## src/rtl/alu_pkg.sv

```systemverilog
// ============================================================================
// alu_pkg : opcode encodings and FSM state type shared by the alu_mc slice
// Rev 1.0
// ============================================================================
`default_nettype none

package alu_pkg;

  localparam logic [3:0] OP_ADD  = 4'd0;
  localparam logic [3:0] OP_SUB  = 4'd1;
  localparam logic [3:0] OP_AND  = 4'd2;
  localparam logic [3:0] OP_OR   = 4'd3;
  localparam logic [3:0] OP_XOR  = 4'd4;
  localparam logic [3:0] OP_NOR  = 4'd5;
  localparam logic [3:0] OP_SLT  = 4'd6;
  localparam logic [3:0] OP_SLTU = 4'd7;
  localparam logic [3:0] OP_SLL  = 4'd8;
  localparam logic [3:0] OP_SRL  = 4'd9;
  localparam logic [3:0] OP_SRA  = 4'd10;
  localparam logic [3:0] OP_MUL  = 4'd11;

  typedef enum logic [1:0] {
    ST_IDLE = 2'd0,
    ST_BUSY = 2'd1,
    ST_DONE = 2'd2
  } state_t;

endpackage

`default_nettype wire

```

## src/rtl/alu_if.sv

```systemverilog
// ============================================================================
// alu_if : request/result handshake bundle between an ALU client and alu_mc
// Rev 1.0
// ============================================================================
`default_nettype none

interface alu_if #(
  parameter int DW = 32
);
  logic          i_valid;
  logic          o_ready;
  logic [3:0]    i_func;
  logic [DW-1:0] i_data_a;
  logic [DW-1:0] i_data_b;
  logic          o_valid;
  logic          i_ready;
  logic [DW-1:0] o_data_y;
  logic          o_data_c;
  logic          o_data_z;
  logic          o_data_n;
  logic          o_data_v;
  logic          o_illegal;

  modport slave (
    input  i_valid, i_func, i_data_a, i_data_b, i_ready,
    output o_ready, o_valid, o_data_y, o_data_c, o_data_z, o_data_n, o_data_v, o_illegal
  );

  modport master (
    output i_valid, i_func, i_data_a, i_data_b, i_ready,
    input  o_ready, o_valid, o_data_y, o_data_c, o_data_z, o_data_n, o_data_v, o_illegal
  );
endinterface

`default_nettype wire

```

## src/rtl/alu_mul.sv

```systemverilog
// ============================================================================
// alu_mul : iterative shift-add unsigned multiplier, one partial product/cycle
// Rev 1.0
// ============================================================================
`default_nettype none

module alu_mul #(
  parameter int DW  = 32,
  parameter int CYC = DW
) (
  input  logic            i_clk,
  input  logic            i_rstn,
  input  logic            i_start,
  input  logic [DW-1:0]   i_a,
  input  logic [DW-1:0]   i_b,
  output logic            o_done,
  output logic [2*DW-1:0] o_prod
);

  localparam int CW = $clog2(CYC + 1);

  logic [2*DW-1:0] r_acc;
  logic [2*DW-1:0] r_mcand;
  logic [DW-1:0]   r_mplier;
  logic [CW-1:0]   r_cnt;
  logic [2*DW-1:0] w_acc_nxt;

  assign w_acc_nxt = r_acc + (r_mplier[0] ? r_mcand : '0);

  // Done and product are presented during the final iteration so the parent
  // can register the finished product on the same edge.
  assign o_done = (r_cnt == CW'(1));
  assign o_prod = w_acc_nxt;

  always_ff @(posedge i_clk or negedge i_rstn) begin
    if (!i_rstn) begin
      r_acc    <= '0;
      r_mcand  <= '0;
      r_mplier <= '0;
      r_cnt    <= '0;
    end else if (i_start) begin
      r_acc    <= '0;
      r_mcand  <= {{DW{1'b0}}, i_a};
      r_mplier <= i_b;
      r_cnt    <= CW'(CYC);
    end else if (r_cnt != '0) begin
      r_acc    <= w_acc_nxt;
      r_mcand  <= r_mcand << 1;
      r_mplier <= r_mplier >> 1;
      r_cnt    <= r_cnt - CW'(1);
    end
  end

endmodule

`default_nettype wire

```

## src/rtl/alu_mc.sv

```systemverilog
// ============================================================================
// alu_mc : multi-cycle ALU with valid/ready handshake; define ALU_MUL_EN to
//          build the iterative MUL path (otherwise MUL is reported illegal)
// Rev 1.0
// ============================================================================
`default_nettype none

module alu_mc
  import alu_pkg::*;
#(
  parameter int DW      = 32,
  parameter int MUL_CYC = DW
) (
  input  logic i_clk,
  input  logic i_rstn,
  alu_if.slave bus
);

  localparam int SHW = $clog2(DW);

  state_t          r_state;
  state_t          w_state_nxt;
  logic            w_accept;
  logic            w_is_mul;
  logic            w_mul_done;
  logic [2*DW-1:0] w_prod;
  logic [DW:0]     w_sum;
  logic [DW:0]     w_dif;
  logic [SHW-1:0]  w_sh;
  logic [DW-1:0]   w_res;
  logic            w_c, w_v, w_ill;
  logic            w_load;
  logic [DW-1:0]   w_ld_y;
  logic            w_ld_c, w_ld_v, w_ld_ill;
  logic [DW-1:0]   r_y;
  logic            r_c, r_z, r_n, r_v, r_ill;

  assign bus.o_ready   = (r_state == ST_IDLE) || ((r_state == ST_DONE) && bus.i_ready);
  assign bus.o_valid   = (r_state == ST_DONE);
  assign bus.o_data_y  = r_y;
  assign bus.o_data_c  = r_c;
  assign bus.o_data_z  = r_z;
  assign bus.o_data_n  = r_n;
  assign bus.o_data_v  = r_v;
  assign bus.o_illegal = r_ill;

  assign w_accept = bus.i_valid && bus.o_ready;
  assign w_sh     = bus.i_data_b[SHW-1:0];
  assign w_sum    = {1'b0, bus.i_data_a} + {1'b0, bus.i_data_b};
  // Carry out of a + ~b + 1 is the "no borrow" flag.
  assign w_dif    = {1'b0, bus.i_data_a} + {1'b0, ~bus.i_data_b} + (DW+1)'(1);

`ifdef ALU_MUL_EN
  alu_mul #(
    .DW  (DW),
    .CYC (MUL_CYC)
  ) u_mul (
    .i_clk   (i_clk),
    .i_rstn  (i_rstn),
    .i_start (w_accept && w_is_mul),
    .i_a     (bus.i_data_a),
    .i_b     (bus.i_data_b),
    .o_done  (w_mul_done),
    .o_prod  (w_prod)
  );
`else
  assign w_mul_done = 1'b0;
  assign w_prod     = '0;
`endif

  always_comb begin
    w_res    = '0;
    w_c      = 1'b0;
    w_v      = 1'b0;
    w_ill    = 1'b0;
    w_is_mul = 1'b0;
    case (bus.i_func)
      OP_ADD: begin
        w_res = w_sum[DW-1:0];
        w_c   = w_sum[DW];
        w_v   = (bus.i_data_a[DW-1] == bus.i_data_b[DW-1]) && (w_sum[DW-1] != bus.i_data_a[DW-1]);
      end
      OP_SUB: begin
        w_res = w_dif[DW-1:0];
        w_c   = w_dif[DW];
        w_v   = (bus.i_data_a[DW-1] != bus.i_data_b[DW-1]) && (w_dif[DW-1] != bus.i_data_a[DW-1]);
      end
      OP_AND:  w_res = bus.i_data_a & bus.i_data_b;
      OP_OR:   w_res = bus.i_data_a | bus.i_data_b;
      OP_XOR:  w_res = bus.i_data_a ^ bus.i_data_b;
      OP_NOR:  w_res = ~(bus.i_data_a | bus.i_data_b);
      OP_SLT:  w_res = {{(DW-1){1'b0}}, $signed(bus.i_data_a) < $signed(bus.i_data_b)};
      OP_SLTU: w_res = {{(DW-1){1'b0}}, bus.i_data_a < bus.i_data_b};
      OP_SLL:  w_res = bus.i_data_a << w_sh;
      OP_SRL:  w_res = bus.i_data_a >> w_sh;
      OP_SRA:  w_res = $signed(bus.i_data_a) >>> w_sh;
`ifdef ALU_MUL_EN
      OP_MUL:  w_is_mul = 1'b1;
`endif
      default: w_ill = 1'b1;
    endcase
  end

  // Result registers load either at accept (single-cycle ops) or at the
  // multiplier's final iteration.
  always_comb begin
    w_load   = w_accept && !w_is_mul;
    w_ld_y   = w_res;
    w_ld_c   = w_c;
    w_ld_v   = w_v;
    w_ld_ill = w_ill;
    if (r_state == ST_BUSY) begin
      w_load   = w_mul_done;
      w_ld_y   = w_prod[DW-1:0];
      w_ld_c   = |w_prod[2*DW-1:DW];
      w_ld_v   = 1'b0;
      w_ld_ill = 1'b0;
    end
  end

  always_comb begin
    w_state_nxt = r_state;
    case (r_state)
      ST_IDLE: if (w_accept) w_state_nxt = w_is_mul ? ST_BUSY : ST_DONE;
      ST_BUSY: if (w_mul_done) w_state_nxt = ST_DONE;
      ST_DONE: begin
        if (bus.i_ready) begin
          if (w_accept) w_state_nxt = w_is_mul ? ST_BUSY : ST_DONE;
          else          w_state_nxt = ST_IDLE;
        end
      end
      default: w_state_nxt = ST_IDLE;
    endcase
  end

  always_ff @(posedge i_clk or negedge i_rstn) begin
    if (!i_rstn) begin
      r_state <= ST_IDLE;
      r_y     <= '0;
      r_c     <= 1'b0;
      r_z     <= 1'b0;
      r_n     <= 1'b0;
      r_v     <= 1'b0;
      r_ill   <= 1'b0;
    end else begin
      r_state <= w_state_nxt;
      if (w_load) begin
        r_y   <= w_ld_y;
        r_c   <= w_ld_c;
        r_z   <= (w_ld_y == '0);
        r_n   <= w_ld_y[DW-1];
        r_v   <= w_ld_v;
        r_ill <= w_ld_ill;
      end
    end
  end

endmodule

`default_nettype wire

```

## src/flat_wrapper.sv

```systemverilog
// flat-port wrapper written by rule: the top's interface ports become plain ports
module alu_mc_flat import alu_pkg::*;
#(
  parameter int DW      = 32,
  parameter int MUL_CYC = DW
)
  (i_clk, i_rstn, bus_i_valid, bus_i_func, bus_i_data_a, bus_i_data_b, bus_i_ready, bus_o_ready, bus_o_valid, bus_o_data_y, bus_o_data_c, bus_o_data_z, bus_o_data_n, bus_o_data_v, bus_o_illegal);
  alu_if #(.DW(DW)) bus_i ();
  input  logic i_clk;
  input  logic i_rstn;
  input wire logic [$bits(bus_i.i_valid)-1:0] bus_i_valid;
  input wire logic [$bits(bus_i.i_func)-1:0] bus_i_func;
  input wire logic [$bits(bus_i.i_data_a)-1:0] bus_i_data_a;
  input wire logic [$bits(bus_i.i_data_b)-1:0] bus_i_data_b;
  input wire logic [$bits(bus_i.i_ready)-1:0] bus_i_ready;
  output wire logic [$bits(bus_i.o_ready)-1:0] bus_o_ready;
  output wire logic [$bits(bus_i.o_valid)-1:0] bus_o_valid;
  output wire logic [$bits(bus_i.o_data_y)-1:0] bus_o_data_y;
  output wire logic [$bits(bus_i.o_data_c)-1:0] bus_o_data_c;
  output wire logic [$bits(bus_i.o_data_z)-1:0] bus_o_data_z;
  output wire logic [$bits(bus_i.o_data_n)-1:0] bus_o_data_n;
  output wire logic [$bits(bus_i.o_data_v)-1:0] bus_o_data_v;
  output wire logic [$bits(bus_i.o_illegal)-1:0] bus_o_illegal;
  assign bus_i.i_valid = bus_i_valid;
  assign bus_i.i_func = bus_i_func;
  assign bus_i.i_data_a = bus_i_data_a;
  assign bus_i.i_data_b = bus_i_data_b;
  assign bus_i.i_ready = bus_i_ready;
  assign bus_o_ready = bus_i.o_ready;
  assign bus_o_valid = bus_i.o_valid;
  assign bus_o_data_y = bus_i.o_data_y;
  assign bus_o_data_c = bus_i.o_data_c;
  assign bus_o_data_z = bus_i.o_data_z;
  assign bus_o_data_n = bus_i.o_data_n;
  assign bus_o_data_v = bus_i.o_data_v;
  assign bus_o_illegal = bus_i.o_illegal;
  alu_mc #(.DW(DW), .MUL_CYC(MUL_CYC)) u_core (.i_clk(i_clk), .i_rstn(i_rstn), .bus(bus_i));
endmodule
```

## config.mk

```make
export PLATFORM = sky130hd
export DESIGN_NAME = alu_mc_flat
export DESIGN_NICKNAME = d
export VERILOG_FILES = /design/src/rtl/alu_pkg.sv /design/src/rtl/alu_if.sv /design/src/rtl/alu_mul.sv /design/src/rtl/alu_mc.sv /design/src/flat_wrapper.sv
export SDC_FILE = /design/constraint.sdc
export NUM_CORES = 1
export LEC_CHECK = 0
export CORE_MARGIN = 3
export CORE_UTILIZATION = 52
export CTS_BUF_LIST = sky130_fd_sc_hd__clkbuf_8
export DETAILED_ROUTE_END_ITERATION = 8
export PLACE_DENSITY = 0.74
export SETUP_SLACK_MARGIN = 0.3
export SKIP_CTS_REPAIR_TIMING = 1
export SLEW_MARGIN = 20
export SYNTH_ARGS = -nofsm -noshare
export SYNTH_HDL_FRONTEND = slang
export SYNTH_SLANG_ARGS = --single-unit
```

## constraint.sdc

```tcl
create_clock -name i_clk -period 2.42 [get_ports i_clk]
set_clock_uncertainty 0.05 [all_clocks]
set_input_delay 0.363 -clock i_clk [delete_from_list [all_inputs] [get_ports i_clk]]
set_output_delay 0.363 -clock i_clk [all_outputs]
set_load 0.01 [all_outputs]
```

==> results of run 1 <==
cells in the mapped netlist, types with 27 or more instances:
cell type and count:
nor3_1 33, inv_1 96, nand3_1 29, a211oi_1 28, clkbuf_1 83, nand2_1 161
o211ai_1 30, dfrtp_1 37, buf_2 27, mux2i_1 48, a21oi_1 110, ha_1 99
mux4_2 43, o21ai_0 93, nor2_1 130
cells by family after synthesis:
family	count (synthesis)
AOI/OAI and AO/OA	544
xor gates and xnor gates	16
adders and majority gates	101
buffers and inverters	230
DFF	37
muxes	142
and+or+nand+nor	502
metal layers:
metal  global-route usage  GRT overflow
met4                 1.11           466
met2                 1.22          1199
met1                0.883            29
met5                0.594             6
met3                0.803            61
metrics by stage:
step	cells	cell area [um^2]	setup WS [ns]	TNS, ns
floorplan	1572	12000	-1.58	-12.82
global placement	2443	17400	-2.44	-44.01
detailed placement	2443	17400	-2.50	-46.06
CTS	2451	17500	-2.24	-35.93
==> results.json, run 1 <==
{
  "synth-simple-area-share": 0.212,
  "ys_types": 94,
  "async_flop_share": 1.00,
  "synth_fp_nets": 1745,
  "cts_max_level": 2,
  "root_buffer": "clkbuf_8",
  "synth_top_area_frac": 0.108,
  "grtUsageTotal": 0.985,
  "synth-seq-cells": 37,
  "endpoint_type": "register input",
  "status": "aborted with a tool error",
  "gp_congestion": 1.15,
  "grt_max_degree": 38,
  "synthFlopType": "dfrtp_1",
  "cts_num_sinks": 37,
  "synth_compound_area_frac": 0.327,
  "fp.dieW_um": 155,
  "yosys-top-cells-area": "ha_1 (11%), mux4_2 (8.4%), dfrtp_1 (8.0%)",
  "clockBufferDepth": 2,
  "syn_area_per_cell_um2": 7.32,
  "synth_top_family_by_area": "compound AO/OA/AOI/OAI gates",
  "cts_buffers": 5,
  "ys_seq_area_frac": 0.0805,
  "flow.stopped_at": "global routing",
  "postSynthCellCount": 1572,
  "synth.cell_area_mm2": 0.0115,
  "crit_endpoint": "u_core.bus.o_data_z$_DFFE_PN0P_/D",
  "port_buffers": 110,
  "fp.dieH_um": 155,
  "synth_largest_area_cell": "ha_1",
  "synth_edf_count": 0,
  "synthAdderAreaFrac": 0.111,
  "gr-total-overflow": 1761,
  "synthMuxAreaShare": 0.176,
  "num_rows": 53,
  "initial_utilization": 0.539,
  "synth_xor_area_frac": 0.0122,
  "io_pins": 111,
  "dp_hpwl_mm": 50.1,
  "yosys_warnings": 0,
  "error": "[ERROR GRT-0232] Routing congestion too high. Check the congestion heatmap in the GUI."
}
==> run 2: changes to the inputs <==
CORE_UTILIZATION = 37   (was 52)
CTS_BUF_LIST = unset   (was sky130_fd_sc_hd__clkbuf_8)
PLACE_DENSITY = unset   (was 0.74)
PLACE_DENSITY_LB_ADDON = 0.15   (was unset)
SETUP_SLACK_MARGIN = unset   (was 0.3)
clock period = 3.1 ns   (was 2.42 ns; I/O delays follow)
==> run 2 against run 1 <==
The flow now finishes, with violations (setup timing); synthesized cell count unchanged; synthesized area unchanged.
==> results.json, run 2 <==
{
  "fp.dieArea_mm2": 0.0332,
  "synth-seq-cells": 37,
  "layout_worst_path_cycle_share": 1.45,
  "synth_largest_area_cell": "ha_1",
  "fp.dieH_um": 182,
  "drive_gt1_frac": 0.475,
  "synth-simple-area-share": 0.212,
  "synthAdderAreaFrac": 0.111,
  "nets": 2437,
  "period_needed_ns": 4.50,
  "io_pins": 111,
  "synth_edf_count": 0,
  "postLayoutCellArea_mm2": 0.0202,
  "fmax_ghz": 0.222,
  "cts_tree": "done",
  "tightestPinTransition_ns": 0.888,
  "yosys-top-cells-area": "ha_1 (11%), mux4_2 (8.4%), dfrtp_1 (8.0%)",
  "peakVddDrop_mv": 0.254,
  "antenna_found_initial": 1,
  "grtUsageTotal": 0.359,
  "finalSetupViolations": 16,
  "worst-setup-path-type": "in -> reg",
  "grt_pass1_vias": 15100,
  "crit_path_max_incr_delay_ns": 0.53,
  "routed_wl_mm": 66.2,
  "drc": 0,
  "crit_path_start_kind": "input pin",
  "maxSlewHeadroom": 0.400,
  "min_path_type": "in -> async",
  "post_drt_wl_per_cell_um": 24.9,
  "synth_xor_area_frac": 0.0122,
  "grt_pass1_wl_mm": 92.4,
  "largest_reg_flops": 32,
  "async_flop_share": 1.00,
  "rsz0062_at_grt": "true",
  "grt_max_degree": 38,
  "initial_utilization": 0.382,
  "cts.clk_slew.worst_paths_ns": 0.05,
  "syn_area_per_cell_um2": 7.32,
  "synthFlopType": "dfrtp_1",
  "postSynthCellCount": 1572,
  "p_per_area_mw_per_mm2": 245,
  "status": "finished with violations",
  "synthMuxAreaShare": 0.176,
  "viasPerCell": 6.27,
  "cts_buffers": 5,
  "core-area_mm2": 0.0301,
  "synth_top_area_frac": 0.108,
  "synth_fp_nets": 1745,
  "arrival_ns": 4.62,
  "antenna_cells": 0,
  "place_area_mm2": 0.0176,
  "synth.cell_area_mm2": 0.0115,
  "power_leakage_nw": 9.19,
  "synth_most_common_cell": "nand2_1",
  "cap_violations": 0,
  "drt-initial-drc-count": 2012,
  "fillCellCount": 2530,
  "worst_ep_required_time_ns": 3.22,
  "drt_pre_antenna_iters": 7,
  "ys_types": 94,
  "cpMostUsedCell": "buf_4",
  "worst_slack_ns": -1.40,
  "cp-end-kind": "flip-flop",
  "insertion_delay_ns": 0.28,
  "port_buffers": 110,
  "cp_max_fo": 11,
  "cts_num_sinks": 37,
  "layout_commonest_cell": "buf_4",
  "root_buffer": "clkbuf_16",
  "fp.dieW_um": 182,
  "slowest_stage": "or4_1",
  "area_growth_pct": 75.6,
  "clockBufferDepth": 2,
  "final_cells": 2654,
  "synth_common_cells": "nand2_1 (161), nor2_1 (130), a21oi_1 (110)",
  "hold_violations": 0,
  "synth_top_family_by_area": "compound AO/OA/AOI/OAI gates",
  "cp_cell_sequence": "buf_8, buf_12, buf_4, buf_12, mux2_1, a22oi_1, o21ai_0, buf_4, a221oi_2, buf_4, o221ai_2, or4_1, or4_4, nor4_4, buf_4, nand4b_1, o41ai_2",
  "gp_congestion": 1.08,
  "final_cell_mix": "buf_4 (628), nand2_1 (155), nor2_1 (117)",
  "gr-total-overflow": 0,
  "violations": "setup timing",
  "routed-via-count": 16600,
  "dp_cells": 2572,
  "maxSlewViolCount": 0,
  "cts_max_level": 2,
  "antenna_left": 0,
  "num_rows": 63,
  "yosys_warnings": 0,
  "synth_compound_area_frac": 0.327,
  "ys_seq_area_frac": 0.0805,
  "dp_hpwl_mm": 52.2
}
==> run 2: through the flow <==
stage | setup TNS (ns) | setup WS (ns) | util | hold WS [ns] | power [mW]
4_1_cts | -19.30 | -1.84 | 0.590 | 0.242 | 4.35
5_1_grt | -7.94 | -1.48 | 0.671 | 0.295 | 5.17
6_report | -6.95 | -1.40 | 0.671 | 0.223 | 4.94
2_1_floorplan | -2.39 | -1.01 | - | 0.119 | 2.11
3_3_place_gp | -27.10 | -2.09 | 0.585 | 0.407 | 3.81
3_5_place_dp | -28.51 | -2.11 | 0.585 | 0.412 | 3.84
==> run 2: routing by layer <==
layer / global-route usage / part of all wire / vias up
met3: 0.0596 / 0.11 / 254
met4: 0.133 / 0.061 / 2
met2: 0.573 / 0.44 / 1083
met1: 0.487 / 0.39 / 7955
li1: - / - / 7341
met5: 0 / 0.00026 / -
==> run 2: critical path: cells and delay by family <==
kind	cells	cell delay (ns)
AOI/OAI and AO/OA	5	1.31
buffers and inverters	7	1.08
muxes	1	0.33
and+or+nand+nor	4	1.43
==> run 2: final cells by class <==
| cell class | instances | area (um^2) | share of cell area |
|---|---|---|---|
| multi-input cells | 1305 | 11300 | 0.557 |
| repair buffers | 813 | 6940 | 0.343 |
| flip-flops and latches | 37 | 926 | 0.0458 |
| well taps | 390 | 488 | 0.0242 |
| inverters | 102 | 449 | 0.0222 |
| clock buffers | 7 | 143 | 0.00706 |
==> run 2: final timing paths <==
path / startpoint / slack [ns] / cells after the start / endpoint
hold / removal: i_rstn / 0.22 / 1 / u_core.bus.o_data_y[6]
min in group i_clk: u_core.bus.o_data_y[19] / 0.42 / 2 / u_core.bus.o_data_y[19]
setup reg to reg: u_core.r_state[1] / 0.14 / 11 / u_core.bus.o_data_z
setup / recovery: bus_i_data_b[2] / -1.40 / 17 / u_core.bus.o_data_z
hold reg to reg: u_core.bus.o_data_y[19] / 0.42 / 2 / u_core.bus.o_data_y[19]
max in group asynchronous: i_rstn / 2.27 / 1 / u_core.bus.o_data_c
==> run 2: cells by family after synthesis <==
family	after synthesis
AOI/OAI and AO/OA	544
adders and majority gates	101
muxes	142
buffers and inverters	230
and+or+nand+nor	502
xor gates and xnor gates	16
DFF	37
==> run 2: where the power goes <==
part           leakage [nW]  internal [mW]  total [mW]  switching [mW]
Combinational          8.66           1.90        3.83            1.93
Sequential            0.454          0.573       0.620          0.0463
Clock                0.0700          0.315       0.492           0.177
(Power assumes the default switching activity.)
